$ cat src/rtl/cu_seq_pkg.sv
// -----------------------------------------------------------------------------
// cu_seq_pkg
// Shared definitions for the control-unit step sequencer:
//   - seq_state_e : sequencer FSM states (RUN / HALT)
//   - CU_STEP_W   : default step counter width
//   - CU_T_PER_M  : default T-cycles per M-cycle
//   - cu_t_w()    : width of the T-cycle counter for a given T_PER_M
// No ports (package).
// -----------------------------------------------------------------------------
package cu_seq_pkg;

  typedef enum logic {
    SEQ_RUN  = 1'b0,
    SEQ_HALT = 1'b1
  } seq_state_e;

  localparam int CU_STEP_W  = 5;
  localparam int CU_T_PER_M = 4;

  // Width needed to count 0..t_per_m-1, never less than one bit so the
  // T-cycle output always exists (T_PER_M = 1 gives a constant-0 bit).
  function automatic int cu_t_w(input int t_per_m);
    return (t_per_m <= 2) ? 1 : $clog2(t_per_m);
  endfunction

endpackage

$ cat src/rtl/cu_tcycle_counter.sv
// -----------------------------------------------------------------------------
// cu_tcycle_counter
// Modulo-T_PER_M counter tracking the T-cycle inside the current M-cycle.
// Ports:
//   i_Clk     in   system clock
//   i_Reset   in   synchronous active-high reset (counter -> 0)
//   i_Adv     in   advance by one T-cycle this clock
//   o_TCycle  out  current T-cycle (registered)
//   o_LastT   out  high while o_TCycle is the last T-cycle of the M-cycle
// -----------------------------------------------------------------------------
module cu_tcycle_counter
  import cu_seq_pkg::*;
#(
  parameter int T_PER_M = CU_T_PER_M,
  localparam int T_W = cu_t_w(T_PER_M)
) (
  input  logic           i_Clk,
  input  logic           i_Reset,
  input  logic           i_Adv,
  output logic [T_W-1:0] o_TCycle,
  output logic           o_LastT
);

  localparam logic [T_W-1:0] LAST_T = T_W'(T_PER_M - 1);

  logic [T_W-1:0] tcycle_q;

  // With T_PER_M = 1, LAST_T is 0 so the counter never leaves 0 and every
  // cycle is the last T-cycle.
  assign o_LastT  = (tcycle_q == LAST_T);
  assign o_TCycle = tcycle_q;

  always_ff @(posedge i_Clk) begin
    if (i_Reset) begin
      tcycle_q <= '0;
    end else if (i_Adv) begin
      tcycle_q <= o_LastT ? '0 : tcycle_q + T_W'(1);
    end
  end

endmodule

$ cat src/rtl/cu_step_sequencer.sv
// -----------------------------------------------------------------------------
// cu_step_sequencer
// Control-unit step sequencer: tracks the T-cycle within each M-cycle and the
// M-cycle step within the current instruction. Supports wait-state stalls,
// step jumps, early end-of-instruction and HALT/wake. Requests (load, end,
// halt) are latched and consumed at the next M-cycle boundary.
//
// Optional feature macro: CU_SEQ_RANGE_CHECK_EN
//   defined   : load targets above MAX_STEP are clamped to MAX_STEP and the
//               sticky o_RangeErr output is present.
//   undefined : out-of-range targets load unchanged; no o_RangeErr port.
//
// Ports:
//   i_Clk          in   system clock
//   i_Reset        in   synchronous active-high reset, overrides all inputs
//   i_Enable       in   counters advance only while high
//   i_Stall        in   wait state, freezes counters
//   i_Load         in   jump to i_LoadStep at next M-cycle boundary
//   i_LoadStep     in   jump target
//   i_EndInstr     in   restart at step 0 at next M-cycle boundary
//   i_Halt         in   enter HALT at next M-cycle boundary
//   i_Wake         in   leave HALT
//   o_Step         out  current M-cycle step (registered)
//   o_TCycle       out  current T-cycle (registered)
//   o_MCycleStart  out  RUN and T-cycle 0
//   o_MCycleEnd    out  RUN, last T-cycle and advancing this clock
//   o_Wrap         out  pulse the cycle after a natural wrap to step 0
//   o_Halted       out  FSM is in HALT (direct decode of the state register)
//   o_RangeErr     out  (feature only) sticky clamped-load flag
// -----------------------------------------------------------------------------
module cu_step_sequencer
  import cu_seq_pkg::*;
#(
  parameter int STEP_W   = CU_STEP_W,
  parameter int MAX_STEP = 31,
  parameter int T_PER_M  = CU_T_PER_M,
  localparam int T_W = cu_t_w(T_PER_M)
) (
  input  logic              i_Clk,
  input  logic              i_Reset,
  input  logic              i_Enable,
  input  logic              i_Stall,
  input  logic              i_Load,
  input  logic [STEP_W-1:0] i_LoadStep,
  input  logic              i_EndInstr,
  input  logic              i_Halt,
  input  logic              i_Wake,
  output logic [STEP_W-1:0] o_Step,
  output logic [T_W-1:0]    o_TCycle,
  output logic              o_MCycleStart,
  output logic              o_MCycleEnd,
  output logic              o_Wrap,
  output logic              o_Halted
`ifdef CU_SEQ_RANGE_CHECK_EN
  ,
  output logic              o_RangeErr
`endif
);

  localparam logic [STEP_W-1:0] MAX_V = STEP_W'(MAX_STEP);

  seq_state_e        state_q, state_d;
  logic [STEP_W-1:0] step_q, step_d;
  logic              wrap_q, wrap_d;

  logic              pend_load_q, pend_load_d;
  logic              pend_end_q, pend_end_d;
  logic              pend_halt_q, pend_halt_d;
  logic [STEP_W-1:0] pend_step_q, pend_step_d;

  logic              run;
  logic              adv;
  logic              last_t;
  logic              mcycle_end;
  logic              eff_load;
  logic              eff_end;
  logic              eff_halt;
  logic [STEP_W-1:0] eff_target;
  logic [STEP_W-1:0] load_val;
  logic              at_top;

  assign run = (state_q == SEQ_RUN);
  assign adv = run & i_Enable & ~i_Stall;

  cu_tcycle_counter #(
    .T_PER_M (T_PER_M)
  ) u_tcycle (
    .i_Clk    (i_Clk),
    .i_Reset  (i_Reset),
    .i_Adv    (adv),
    .o_TCycle (o_TCycle),
    .o_LastT  (last_t)
  );

  // A stall on the last T-cycle suppresses the boundary, so pendings survive
  // until the counters actually move.
  assign mcycle_end = adv & last_t;

  // Requests arriving on the boundary cycle itself are consumed immediately;
  // a live i_Load takes precedence over an older latched target.
  assign eff_load   = pend_load_q | i_Load;
  assign eff_end    = pend_end_q  | i_EndInstr;
  assign eff_halt   = pend_halt_q | i_Halt;
  assign eff_target = i_Load ? i_LoadStep : pend_step_q;

  // The all-ones check catches steps above MAX_STEP reached by an unclamped
  // load, so the counter still wraps instead of overflowing silently.
  assign at_top = (step_q == MAX_V) || (step_q == '1);

`ifdef CU_SEQ_RANGE_CHECK_EN
  logic clamp;
  logic range_set;
  logic range_err_q;

  assign clamp      = (eff_target > MAX_V);
  assign load_val   = clamp ? MAX_V : eff_target;
  assign o_RangeErr = range_err_q;
`else
  assign load_val = eff_target;
`endif

  // Next-state, next-step and pending-request logic.
  always_comb begin
    state_d     = state_q;
    step_d      = step_q;
    wrap_d      = 1'b0;
    pend_load_d = pend_load_q;
    pend_end_d  = pend_end_q;
    pend_halt_d = pend_halt_q;
    pend_step_d = pend_step_q;
`ifdef CU_SEQ_RANGE_CHECK_EN
    range_set   = 1'b0;
`endif
    case (state_q)
      SEQ_RUN: begin
        if (mcycle_end) begin
          pend_load_d = 1'b0;
          pend_end_d  = 1'b0;
          pend_halt_d = 1'b0;
          if (eff_halt) begin
            state_d = SEQ_HALT;
            step_d  = '0;
          end else if (eff_end) begin
            step_d = '0;
          end else if (eff_load) begin
            step_d = load_val;
`ifdef CU_SEQ_RANGE_CHECK_EN
            range_set = clamp;
`endif
          end else if (at_top) begin
            step_d = '0;
            wrap_d = 1'b1;
          end else begin
            step_d = step_q + STEP_W'(1);
          end
        end else begin
          if (i_Load) begin
            pend_load_d = 1'b1;
            pend_step_d = i_LoadStep;
          end
          if (i_EndInstr) pend_end_d  = 1'b1;
          if (i_Halt)     pend_halt_d = 1'b1;
        end
      end
      SEQ_HALT: begin
        // Requests are not latched while halted; the step is held at 0.
        step_d      = '0;
        pend_load_d = 1'b0;
        pend_end_d  = 1'b0;
        pend_halt_d = 1'b0;
        if (i_Wake) state_d = SEQ_RUN;
      end
      default: begin
        state_d = SEQ_RUN;
        step_d  = '0;
      end
    endcase
  end

  always_ff @(posedge i_Clk) begin
    if (i_Reset) begin
      state_q     <= SEQ_RUN;
      step_q      <= '0;
      wrap_q      <= 1'b0;
      pend_load_q <= 1'b0;
      pend_end_q  <= 1'b0;
      pend_halt_q <= 1'b0;
      pend_step_q <= '0;
    end else begin
      state_q     <= state_d;
      step_q      <= step_d;
      wrap_q      <= wrap_d;
      pend_load_q <= pend_load_d;
      pend_end_q  <= pend_end_d;
      pend_halt_q <= pend_halt_d;
      pend_step_q <= pend_step_d;
    end
  end

`ifdef CU_SEQ_RANGE_CHECK_EN
  // Sticky: set on the edge the clamped step is loaded, cleared only by reset.
  always_ff @(posedge i_Clk) begin
    if (i_Reset) begin
      range_err_q <= 1'b0;
    end else if (range_set) begin
      range_err_q <= 1'b1;
    end
  end
`endif

  assign o_Step        = step_q;
  assign o_Wrap        = wrap_q;
  assign o_MCycleStart = run & (o_TCycle == '0);
  assign o_MCycleEnd   = mcycle_end;
  assign o_Halted      = (state_q == SEQ_HALT);

endmodule
$ cat config.mk
export PLATFORM = sky130hd
export DESIGN_NAME = cu_step_sequencer
export DESIGN_NICKNAME = d
export VERILOG_FILES = /design/src/rtl/cu_seq_pkg.sv /design/src/rtl/cu_tcycle_counter.sv /design/src/rtl/cu_step_sequencer.sv
export SDC_FILE = /design/constraint.sdc
export NUM_CORES = 1
export LEC_CHECK = 0
export CORE_ASPECT_RATIO = 1.2
export CORE_MARGIN = 3
export CORE_UTILIZATION = 45
export CTS_BUF_LIST = sky130_fd_sc_hd__clkbuf_2
export DETAILED_ROUTE_END_ITERATION = 7
export PLACE_DENSITY = 0.73
export SLEW_MARGIN = 30
export SYNTH_ARGS = -nofsm -noshare
export SYNTH_HDL_FRONTEND = slang
export SYNTH_HIERARCHICAL = 1
export SYNTH_SLANG_ARGS = --single-unit
$ cat constraint.sdc
create_clock -name i_Clk -period 2.2 [get_ports i_Clk]
set_input_delay 0.55 -clock i_Clk [delete_from_list [all_inputs] [get_ports i_Clk]]
set_output_delay 0.55 -clock i_Clk [all_outputs]
set_load 0.05 [all_outputs]
# After elaboration in Yosys (flattened, before gate mapping)
# Cells that the tools add are included.
# word_totals
reg_bits,17
in_bits,13
output_inout_bits,11
elab_cells,51
# op_classes
eq_ne,6
muxes,22
addsub,2
bitwise_logic,10
reduce_logical,3
# ops
op,count
$mux 5,6
$mux 1,10
$pmux 5 s2,1
$ne 3x3->1 const B,3
$pmux 1 s2,4
$reduce_or 6->1,1
$add 5x1->5 const B,1
$eq 5x5->1 const B,1
$and 1x1->1,4
$not 1->1,3
$or 1x1->1,3
$add 2x1->2 const B,1
$eq 2x2->1 const B,1
$logic_not 2->1,1
$mux 2,1
$ne 2x2->1 const B,1
$reduce_and 2->1,1

# Depth between registers and ports, before layout
# Gate-level depths: netlist (run 1).
# logic_depth
depth_word,7
ltp_mapped,7
mapped_depth_nobuf,7

# By module
# Netlist (run 1), hierarchy kept.
# modules_own_cells
mod,instances,seq_area_each_um2,cells_per_inst,area_each_um2
cu_step_sequencer,1,300.3,79,714.4
cu_tcycle_counter,1,40.0,8,86.3

# Worst setup path before layout (run 1)
# No wires, ideal clock.
# synth_timing
path_type,register to output
startpoint,register state_q (netlist: o_Halted)
endpoint,output port o_MCycleStart
stages_incl_launch_ff,2
arrival_time_ps,1701
setup_slack_ps,-51
path_buffers,0
required_time_ps,1650
cell_sequence,dfxtp_1 nor3_1
# synth_via
elab_chain_cells,2
# synth_rtl
item,line,rtl
from (decl),cu_step_sequencer.sv:62,"seq_state_e state_q, state_d;"
from (signal assigned),cu_step_sequencer.sv:190,state_q <= state_d;
$not 1->1,-,
$and 1x1->1,cu_step_sequencer.sv:213,assign o_MCycleStart = run & (o_TCycle == '0);
to (decl),cu_step_sequencer.sv:50,"output logic o_MCycleStart,"
# No other way between the ends.

# Worst setup path in the final report (run 1)
# layout_timing
startpoint,register step_q[2] (netlist: o_Step[2])
endpoint,output port o_Step[2]
# layout_lines
item,line,rtl
from (decl),cu_step_sequencer.sv:63,"logic [STEP_W-1:0] step_q, step_d;"
from (signal assigned),cu_step_sequencer.sv:191,step_q <= step_d;
to (decl),cu_step_sequencer.sv:48,"output logic [STEP_W-1:0] o_Step,"
# No word-level cell between the ends.

==> results.txt, run 1 <==
Status -> complete, no violations
Leak Pwr -> 0.486 nW
Total clock sinks -> 17
Register bit total from synthesis -> 17
Cts hold-fix bufs -> 0
Power, Total -> 561 uW
IO Count -> 24
Reg2Reg Depth -> 7
Slowest stage delay, CP -> 0.83 ns
Clock buffer depth -> 2
Worst setup margin -> 0.0966 ns
PostCTS Resize Cnt -> 0
CTS root buf -> clkbuf_2
Initial DRT Pass Iterations -> 4
Post-synth top area share -> 0.425
Port bufs -> 23
Post-synth top area cell -> dfxtp_1
Critical path data required time -> 1.65 ns
RR Endpoint -> o_Step[2]
Post-route clock period utilization -> 0.956
CP max stage cell -> clkdlybuf4s50_1
Flop-to-flop setup slack -> 0.63 ns
H-tree Lvls -> 1
Row cnt -> 16
Total GRT Usage -> 0.165
Final Hold Vio Count -> 0
Synth Instances -> 87
Initial DRC count -> 8
N_diodes -> 0
Crit-path max FO -> 5
Critical path startpoint category -> flop
Dpl cell area -> 1060 um^2
Hold worst-path end -> o_Step[4]
Synth-to-Final Area Change -> 35.5%
Slew Limit Fails -> 0
Setup_tns -> 0 ns
Cell Area, Synth -> 801 um^2
Hold depth -> 2
Post-Syn Nets -> 103
Vias post-DR -> 684
CP Class -> flop to output pin
CP bufs+invs -> 1
Final hold slack -> 0.505 ns
Die width -> 44.5 um
Placed Cells -> 127
Async set-reset flop share out of synthesis -> 0
Arrival time worst endpoint -> 1.55 ns
CTS tree -> yes
Antenna-violating nets left -> 0
Delay-heaviest family, CP -> buffers and inverters
Initial antenna violation count -> 0
PwrDens -> 517 nW/um^2
Critical path capture point type -> output pin
Period minus WS final -> 2.10 ns
Final setup fails -> 0
Avg Synthesized Cell Area -> 9.20 um^2
Worst-path clk slew -> 0.18 ns
Avg WL per Cell -> 12.2 um
Global route overflow -> 0
Vias in the first global route -> 663
Max transition margin -> 0.669
Final WL -> 1600 um
Peak supply drop -> 0.000378 V
Ys flop type -> dfxtp_1
First-pass GRT wire length -> 2870 um
Final Non-Filler Cells -> 131
Post-DP HPWL -> 1300 um
Synth top cells by count -> 18 x nor2_1, 17 x dfxtp_1, 8 x mux2i_1
Fmax -> 475 MHz
Most frequent cell after synthesis -> nor2_1
Yosys warns -> 6
Skew final -> 0.0217 ns
Clock latency on the worst-skew pair -> 0.29 ns
HP Start -> o_Step[4]
Setup Slack @ Placement -> 0.124 ns
Final RePlAce weighted congestion -> 0.742
Die Footprint -> 2320 um^2
Actual slew at the worst max-slew pin -> 0.495 ns
Largest net degree at the start of global routing -> 11
FF-to-FF Start -> o_Step[0]
Utilization after layout -> 0.653
RSZ-0062 raised after global routing -> no
Register area share after synthesis -> 0.425
Final instance area -> 1080 um^2
Largest cells by area after synthesis -> dfxtp_1 43%, mux2i_1 10%, nor2_1 8.4%
Post-synth EDFFs -> 0
Vias per cell -> 5.22
Setup Fix Bufs, Post-CTS -> 0
Max_cap viols -> 0
HP Class -> flop to flop
Core area -> 1660 um^2
Layout cell share with drive strength beyond 1 -> 0.133
Number of distinct library cells after synthesis -> 26
# DRC -> 0
Initial Utilization -> 0.482
Fin nets -> 130
DIE HEIGHT -> 52.2 um
Crit path cell chain -> clkdlybuf4s50_1
TritonCTS buffer count -> 3
layout by cell type (no fill, tap or decap):
cell             Yosys  routed
and2_2               1       1
nor3_2               0       1
nand4b_4             1       1
nor3b_1              1       1
a221o_1              1       1
nand3b_2             1       1
nor2_1              18      18
o21ai_0              7       7
a21oi_1              5       5
clkdlybuf4s50_1      0      20
inv_1                1       1
buf_12               0       1
mux2i_1              8       8
dfxtp_1             17      17
xor2_1               1       1
clkbuf_2             0       4
xnor2_1              1       1
nor2_4               1       1
and3_1               1       1
nand3_1              2       2
or3b_1               1       1
buf_4                0       4
nand2_1              6       6
o31ai_1              2       2
nand3b_4             1       1
a221oi_1             1       1
nand2b_1             2       2
ha_1                 3       3
flip-flops by register name, summed over array words and instances, names as in the netlist:
name and cells:
pend_halt_q 1, o_Wrap 1, pend_load_q 1, u_tcycle/o_TCycle 2, pend_end_q 1, o_Step 5, pend_step_q 5, o_Halted 1
kinds of logic after synthesis:
group / Yosys count / share of synthesized area
adders and majority gates: 3 / 0.0469
buffers and inverters: 4 / 0.0219
and+or+nand+nor: 37 / 0.267
DFF: 17 / 0.425
muxes: 8 / 0.100
AOI/OAI and AO/OA: 16 / 0.117
xor gates and xnor gates: 2 / 0.0219
area by class of cell:
cell class / instances / area (um^2)
fillers: 151 / 577
multi-input cells: 66 / 448
flip-flops and latches: 17 / 340
repair buffers: 25 / 250
well taps: 18 / 22.5
clock buffers: 4 / 20.0
inverters: 1 / 3.75
worst max path at each step:
stage | start | endpoint | slack [ns] | cells after the start
after global placement | i_Enable | o_MCycleEnd | 0.14 | 4
after CTS | o_Step[2] | o_Step[2] | 0.08 | 1
after detailed placement | i_Enable | o_MCycleEnd | 0.12 | 4
after floorplan | u_tcycle/o_TCycle[0] | o_MCycleEnd | 0.25 | 3
after global routing | o_Step[3] | o_Step[3] | 0.02 | 1
final | o_Step[2] | o_Step[2] | 0.1 | 1
per-layer routing:
layer | track usage | wire length (um)
met1 | 0.193 | 734
met2 | 0.282 | 782
met3 | 0.0378 | 68
met4 | 0.0653 | 13
met5 | 0 | 0
power by group:
| part | internal [mW] | total (mW) | switching [mW] |
|---|---|---|---|
| Sequential | 0.319 | 0.328 | 0.00909 |
| Clock | 0.0482 | 0.143 | 0.0947 |
| Combinational | 0.0462 | 0.0898 | 0.0436 |
(Power assumes the default switching activity.)
==> inputs of run 2 (changes only) <==
--- a/config.mk
+++ b/config.mk
@@ -10,7 +10,7 @@
 export CORE_UTILIZATION = 45
 export CTS_BUF_LIST = sky130_fd_sc_hd__clkbuf_2
 export DETAILED_ROUTE_END_ITERATION = 7
-export PLACE_DENSITY = 0.73
+export PLACE_DENSITY = 0.77
 export SLEW_MARGIN = 30
 export SYNTH_ARGS = -nofsm -noshare
 export SYNTH_HDL_FRONTEND = slang
==> results.txt, run 2 (synthesis results as in run 1) <==
Status -> complete, no violations (unchanged)
Slew Limit Fails -> 0 (unchanged)
FF-to-FF Start -> o_Step[0] (unchanged)
Slowest stage delay, CP -> 0.83 ns (about the same)
Post-route clock period utilization -> 0.962 (was 0.956)
Skew final -> 0.0136 ns (was 0.0217 ns)
Period minus WS final -> 2.12 ns (was 2.10 ns)
Critical path capture point type -> output pin (unchanged)
Final Hold Vio Count -> 0 (unchanged)
Critical path startpoint category -> flop (unchanged)
HP Class -> flop to flop (unchanged)
Vias per cell -> 5.31 (was 5.22)
H-tree Lvls -> 1 (unchanged)
Crit path cell chain -> clkdlybuf4s50_1 (unchanged)
Fmax -> 472 MHz (was 475 MHz)
Layout cell share with drive strength beyond 1 -> 0.133 (unchanged)
Fin nets -> 130 (unchanged)
DIE HEIGHT -> 52.2 um (unchanged)
WL met1 -> 757 um (was 734 um)
Dpl cell area -> 1060 um^2 (unchanged)
Cts hold-fix bufs -> 0 (unchanged)
RSZ-0062 raised after global routing -> no (unchanged)
Global route overflow -> 0 (unchanged)
Power, Total -> 563 uW (was 561 uW)
Final setup fails -> 0 (unchanged)
TritonCTS buffer count -> 3 (unchanged)
Synth-to-Final Area Change -> 35.5% (unchanged)
Peak supply drop -> 0.000289 V (was 0.000378 V)
Initial DRT Pass Iterations -> 4 (unchanged)
Crit-path max FO -> 5 (unchanged)
Most frequent cells in the layout -> 20 x clkdlybuf4s50_1, 18 x nor2_1, 17 x dfxtp_1 (unchanged)
Initial Utilization -> 0.482 (unchanged)
IO Count -> 24 (unchanged)
Die Footprint -> 2320 um^2 (unchanged)
CP max stage cell -> clkdlybuf4s50_1 (unchanged)
CTS root buf -> clkbuf_2 (unchanged)
Worst setup path start -> u_tcycle/o_TCycle[0] (was o_Step[2])
Worst-path clk slew -> 0.14 ns (was 0.18 ns)
N_diodes -> 0 (unchanged)
CP bufs+invs -> 1 (unchanged)
Commonest non-fill, non-tap cell in the layout -> clkdlybuf4s50_1 (unchanged)
Met3 WL -> 71 um (was 68 um)
Met2 wire len -> 860 um (was 782 um)
Setup Fix Bufs, Post-CTS -> 0 (unchanged)
Initial DRC count -> 8 (unchanged)
Leak Pwr -> 0.486 nW (unchanged)
Setup Slack @ Placement -> 0.109 ns (was 0.124 ns)
HP Start -> o_Step[4] (unchanged)
Total clock sinks -> 17 (unchanged)
Clock buffer depth -> 2 (unchanged)
Worst setup margin -> 0.0832 ns (was 0.0966 ns)
# DRC -> 0 (unchanged)
PwrDens -> 519 nW/um^2 (was 517 nW/um^2)
Setup_tns -> 0 ns (unchanged)
CTS tree -> yes (unchanged)
Initial antenna violation count -> 0 (unchanged)
Max transition margin -> 0.668 (was 0.669)
Row cnt -> 16 (unchanged)
Final WL -> 1730 um (was 1600 um)
Actual slew at the worst max-slew pin -> 0.497 ns (was 0.495 ns)
Antenna-violating nets left -> 0 (unchanged)
Largest net degree at the start of global routing -> 11 (unchanged)
Total GRT Usage -> 0.173 (was 0.165)
Final instance area -> 1080 um^2 (unchanged)
Core area -> 1660 um^2 (unchanged)
Arrival time worst endpoint -> 1.57 ns (was 1.55 ns)
Vias in the first global route -> 721 (was 663)
Critical path data required time -> 1.65 ns (about the same)
Clock latency on the worst-skew pair -> 0.30 ns (was 0.29 ns)
Final RePlAce weighted congestion -> 0.768 (was 0.742)
Post-DP HPWL -> 1400 um (was 1300 um)
First-pass GRT wire length -> 2990 um (was 2870 um)
Max_cap viols -> 0 (unchanged)
Uppermost routed layer -> met4 (unchanged)
CP Class -> flop to output pin (unchanged)
Avg WL per Cell -> 13.2 um (was 12.2 um)
PostCTS Resize Cnt -> 0 (unchanged)
Port bufs -> 23 (unchanged)
Die width -> 44.5 um (unchanged)
Delay-heaviest family, CP -> buffers and inverters (unchanged)
Vias post-DR -> 695 (was 684)
[run 2: cell counts in the layout (fill, tap and decap cells not counted)]
No cell type changed its count.
[run 2: final timing paths]
kind	slack, ns	end	cells after the start
worst min register to register	0.50	o_Step[4]	2
worst max-delay path	0.08	o_TCycle[0]	1
worst min-delay path	0.50	o_Step[4]	2
worst max register to register	0.61	o_Step[2]	7
[run 2: metrics by stage]
stage,utilization,hold WS [ns],instances
after CTS,0.653,0.503,131
after global placement,0.641,0.473,127
final,0.653,0.500,131
after detailed placement,0.641,0.483,127
after floorplan,-,0.454,87
after global routing,0.653,0.562,131
[run 2: report_power, final]
part	switching, mW	internal, mW
combinational	0.0441	0.0463
clock	0.0956	0.0482
sequential	0.00979	0.319
[run 2: per-layer routing]
metal  up-vias  track usage
met2        16        0.294
met5         -            0
met3         5       0.0309
met4         0       0.0905
met1       319        0.200
li1        355            -
[run 2: cell type report]
cell class	instances	area (um^2)
repair buffers	25	250
flip-flops and latches	17	340
inverters	1	3.75
clock buffers	4	20.0
fillers	150	577
well taps	18	22.5
multi-input cells	66	448
==> inputs of run 3 (changes only) <==
--- a/config.mk
+++ b/config.mk
@@ -10,7 +10,7 @@
 export CORE_UTILIZATION = 45
 export CTS_BUF_LIST = sky130_fd_sc_hd__clkbuf_2
 export DETAILED_ROUTE_END_ITERATION = 7
-export PLACE_DENSITY = 0.77
+export DONT_BUFFER_PORTS = 1
 export SLEW_MARGIN = 30
 export SYNTH_ARGS = -nofsm -noshare
 export SYNTH_HDL_FRONTEND = slang
==> results.txt, run 3 (synthesis results as in run 1) <==
Status -> complete, no violations (unchanged)
Antenna-violating nets left -> 0 (unchanged)
Vias per cell -> 5.59 (was 5.31)
Dpl cell area -> 875 um^2 (was 1060 um^2)
Slew Limit Fails -> 0 (unchanged)
Final WL -> 1620 um (was 1730 um)
N_diodes -> 0 (unchanged)
Initial DRC count -> 8 (unchanged)
H-tree Lvls -> 1 (unchanged)
Vias in the first global route -> 631 (was 721)
Power, Total -> 525 uW (was 563 uW)
HP Class -> primary input to flop (was flop to flop)
Post-DP HPWL -> 1320 um (was 1400 um)
Switching Power -> 132 uW (was 149 uW)
Crit-path max FO -> 7 (was 5)
Total clock sinks -> 17 (unchanged)
Gate power share -> 0.113 (was 0.161)
Die width -> 44.5 um (unchanged)
Actual slew at the worst max-slew pin -> 0.713 ns (was 0.497 ns)
Initial Utilization -> 0.482 (unchanged)
Fmax -> 511 MHz (was 472 MHz)
Row cnt -> 16 (unchanged)
Max transition margin -> 0.524 (was 0.668)
Period minus WS final -> 1.96 ns (was 2.12 ns)
Worst setup margin -> 0.245 ns (was 0.0832 ns)
Final Hold Vio Count -> 0 (unchanged)
Critical path capture point type -> output pin (unchanged)
Arrival time worst endpoint -> 1.41 ns (was 1.57 ns)
CTS tree -> yes (unchanged)
Fin nets -> 113 (was 130)
Final setup fails -> 0 (unchanged)
Skew final -> 0.00806 ns (was 0.0136 ns)
Synth-to-Final Area Change -> 11.7% (was 35.5%)
Final hold slack -> 0.311 ns (was 0.500 ns)
Port bufs -> 0 (was 23)
Internal power -> 393 uW (was 414 uW)
PostCTS Resize Cnt -> 0 (unchanged)
Setup Fix Bufs, Post-CTS -> 0 (unchanged)
Cts hold-fix bufs -> 0 (unchanged)
Core area -> 1660 um^2 (unchanged)
CP Class -> flop to output pin (unchanged)
Sequential share of power -> 0.624 (was 0.584)
Initial antenna violation count -> 0 (unchanged)
Die Footprint -> 2320 um^2 (unchanged)
Clock share of power -> 0.263 (was 0.255)
# DRC -> 0 (unchanged)
Fill count -> 178 (was 150)
Clock buffer depth -> 2 (unchanged)
Final instance area -> 895 um^2 (was 1080 um^2)
Critical path startpoint category -> flop (unchanged)
Leak Pwr -> 0.426 nW (was 0.486 nW)
Setup Slack @ Placement -> 0.545 ns (was 0.109 ns)
Sw Ratio -> 0.252 (was 0.265)
Final RePlAce weighted congestion -> 0.774 (was 0.768)
Total GRT Usage -> 0.159 (was 0.173)
IO Count -> 24 (unchanged)
Commonest non-fill, non-tap cell in the layout -> nor2_1 (was clkdlybuf4s50_1)
Critical path data required time -> 1.65 ns (about the same)
First-pass GRT wire length -> 2680 um (was 2990 um)
Max_cap viols -> 0 (unchanged)
Largest net degree at the start of global routing -> 11 (unchanged)
Post-route clock period utilization -> 0.889 (was 0.962)
Setup_tns -> 0 ns (unchanged)
RSZ-0062 raised after global routing -> no (unchanged)
Peak supply drop -> 0.000288 V (was 0.000289 V)
TritonCTS buffer count -> 3 (unchanged)
CTS root buf -> clkbuf_2 (unchanged)
PwrDens -> 587 nW/um^2 (was 519 nW/um^2)
Avg WL per Cell -> 14.2 um (was 13.2 um)
Vias post-DR -> 637 (was 695)
Global route overflow -> 0 (unchanged)
Clock latency on the worst-skew pair -> 0.28 ns (was 0.30 ns)
Most frequent cells in the layout -> 18 x nor2_1, 17 x dfxtp_1, 8 x mux2i_1, 8 x buf_4, 7 x o21ai_0 (was 20 x clkdlybuf4s50_1, 18 x nor2_1, 17 x dfxtp_1)
Worst-path clk slew -> 0.16 ns (was 0.14 ns)
Initial DRT Pass Iterations -> 3 (was 4)
DIE HEIGHT -> 52.2 um (unchanged)
Layout cell share with drive strength beyond 1 -> 0.188 (was 0.133)
-- run 3: power by group through the flow --
stage               Clock (mW)  Combinational, mW  Sequential [mW]
detailed placement           0             0.0599            0.334
finish                   0.138             0.0593            0.327
global route             0.156             0.0646            0.329
global placement             0             0.0586            0.333
floorplan                    0             0.0485            0.337
CTS                      0.145             0.0599            0.327
-- run 3: worst paths after layout --
check,from,end,slack [ns],cells past startpoint
hold / removal,i_Reset,u_tcycle/o_TCycle[0],0.31,1
setup reg to reg,u_tcycle/o_TCycle[0],o_Step[3],0.56,5
hold reg to reg,pend_end_q,pend_end_q,0.51,2
setup / recovery,o_Halted,o_MCycleStart,0.24,2
-- run 3: through the flow --
stage / util / instances
6_report: 0.538 / 114
3_3_place_gp: 0.526 / 110
4_1_cts: 0.538 / 114
5_1_grt: 0.538 / 114
3_5_place_dp: 0.526 / 110
2_1_floorplan: - / 87
-- run 3: area by class of cell --
cell class / instances / area, um^2 / area share
timing repair buffer: 8 / 60.1 / 0.0671
tap: 18 / 22.5 / 0.0252
multi-input combinational: 66 / 448 / 0.501
clock buffer: 4 / 20.0 / 0.0224
inverter: 1 / 3.75 / 0.00420
sequential: 17 / 340 / 0.380
-- run 3: worst max-delay path, cell delays in order, from the launching register on --
cell and delay [ns]:
dfxtp_1 0.81, nor3_2 0.10, buf_4 0.22
-- run 3: per-layer routing --
| metal | vias up | part of all wire | GRT usage |
|---|---|---|---|
| met5 | - | 0 | 0 |
| met2 | 17 | 0.51 | 0.280 |
| met3 | 2 | 0.059 | 0.0447 |
| met4 | 0 | 0.0099 | 0.0905 |
| met1 | 299 | 0.42 | 0.164 |
| li1 | 319 | - | - |
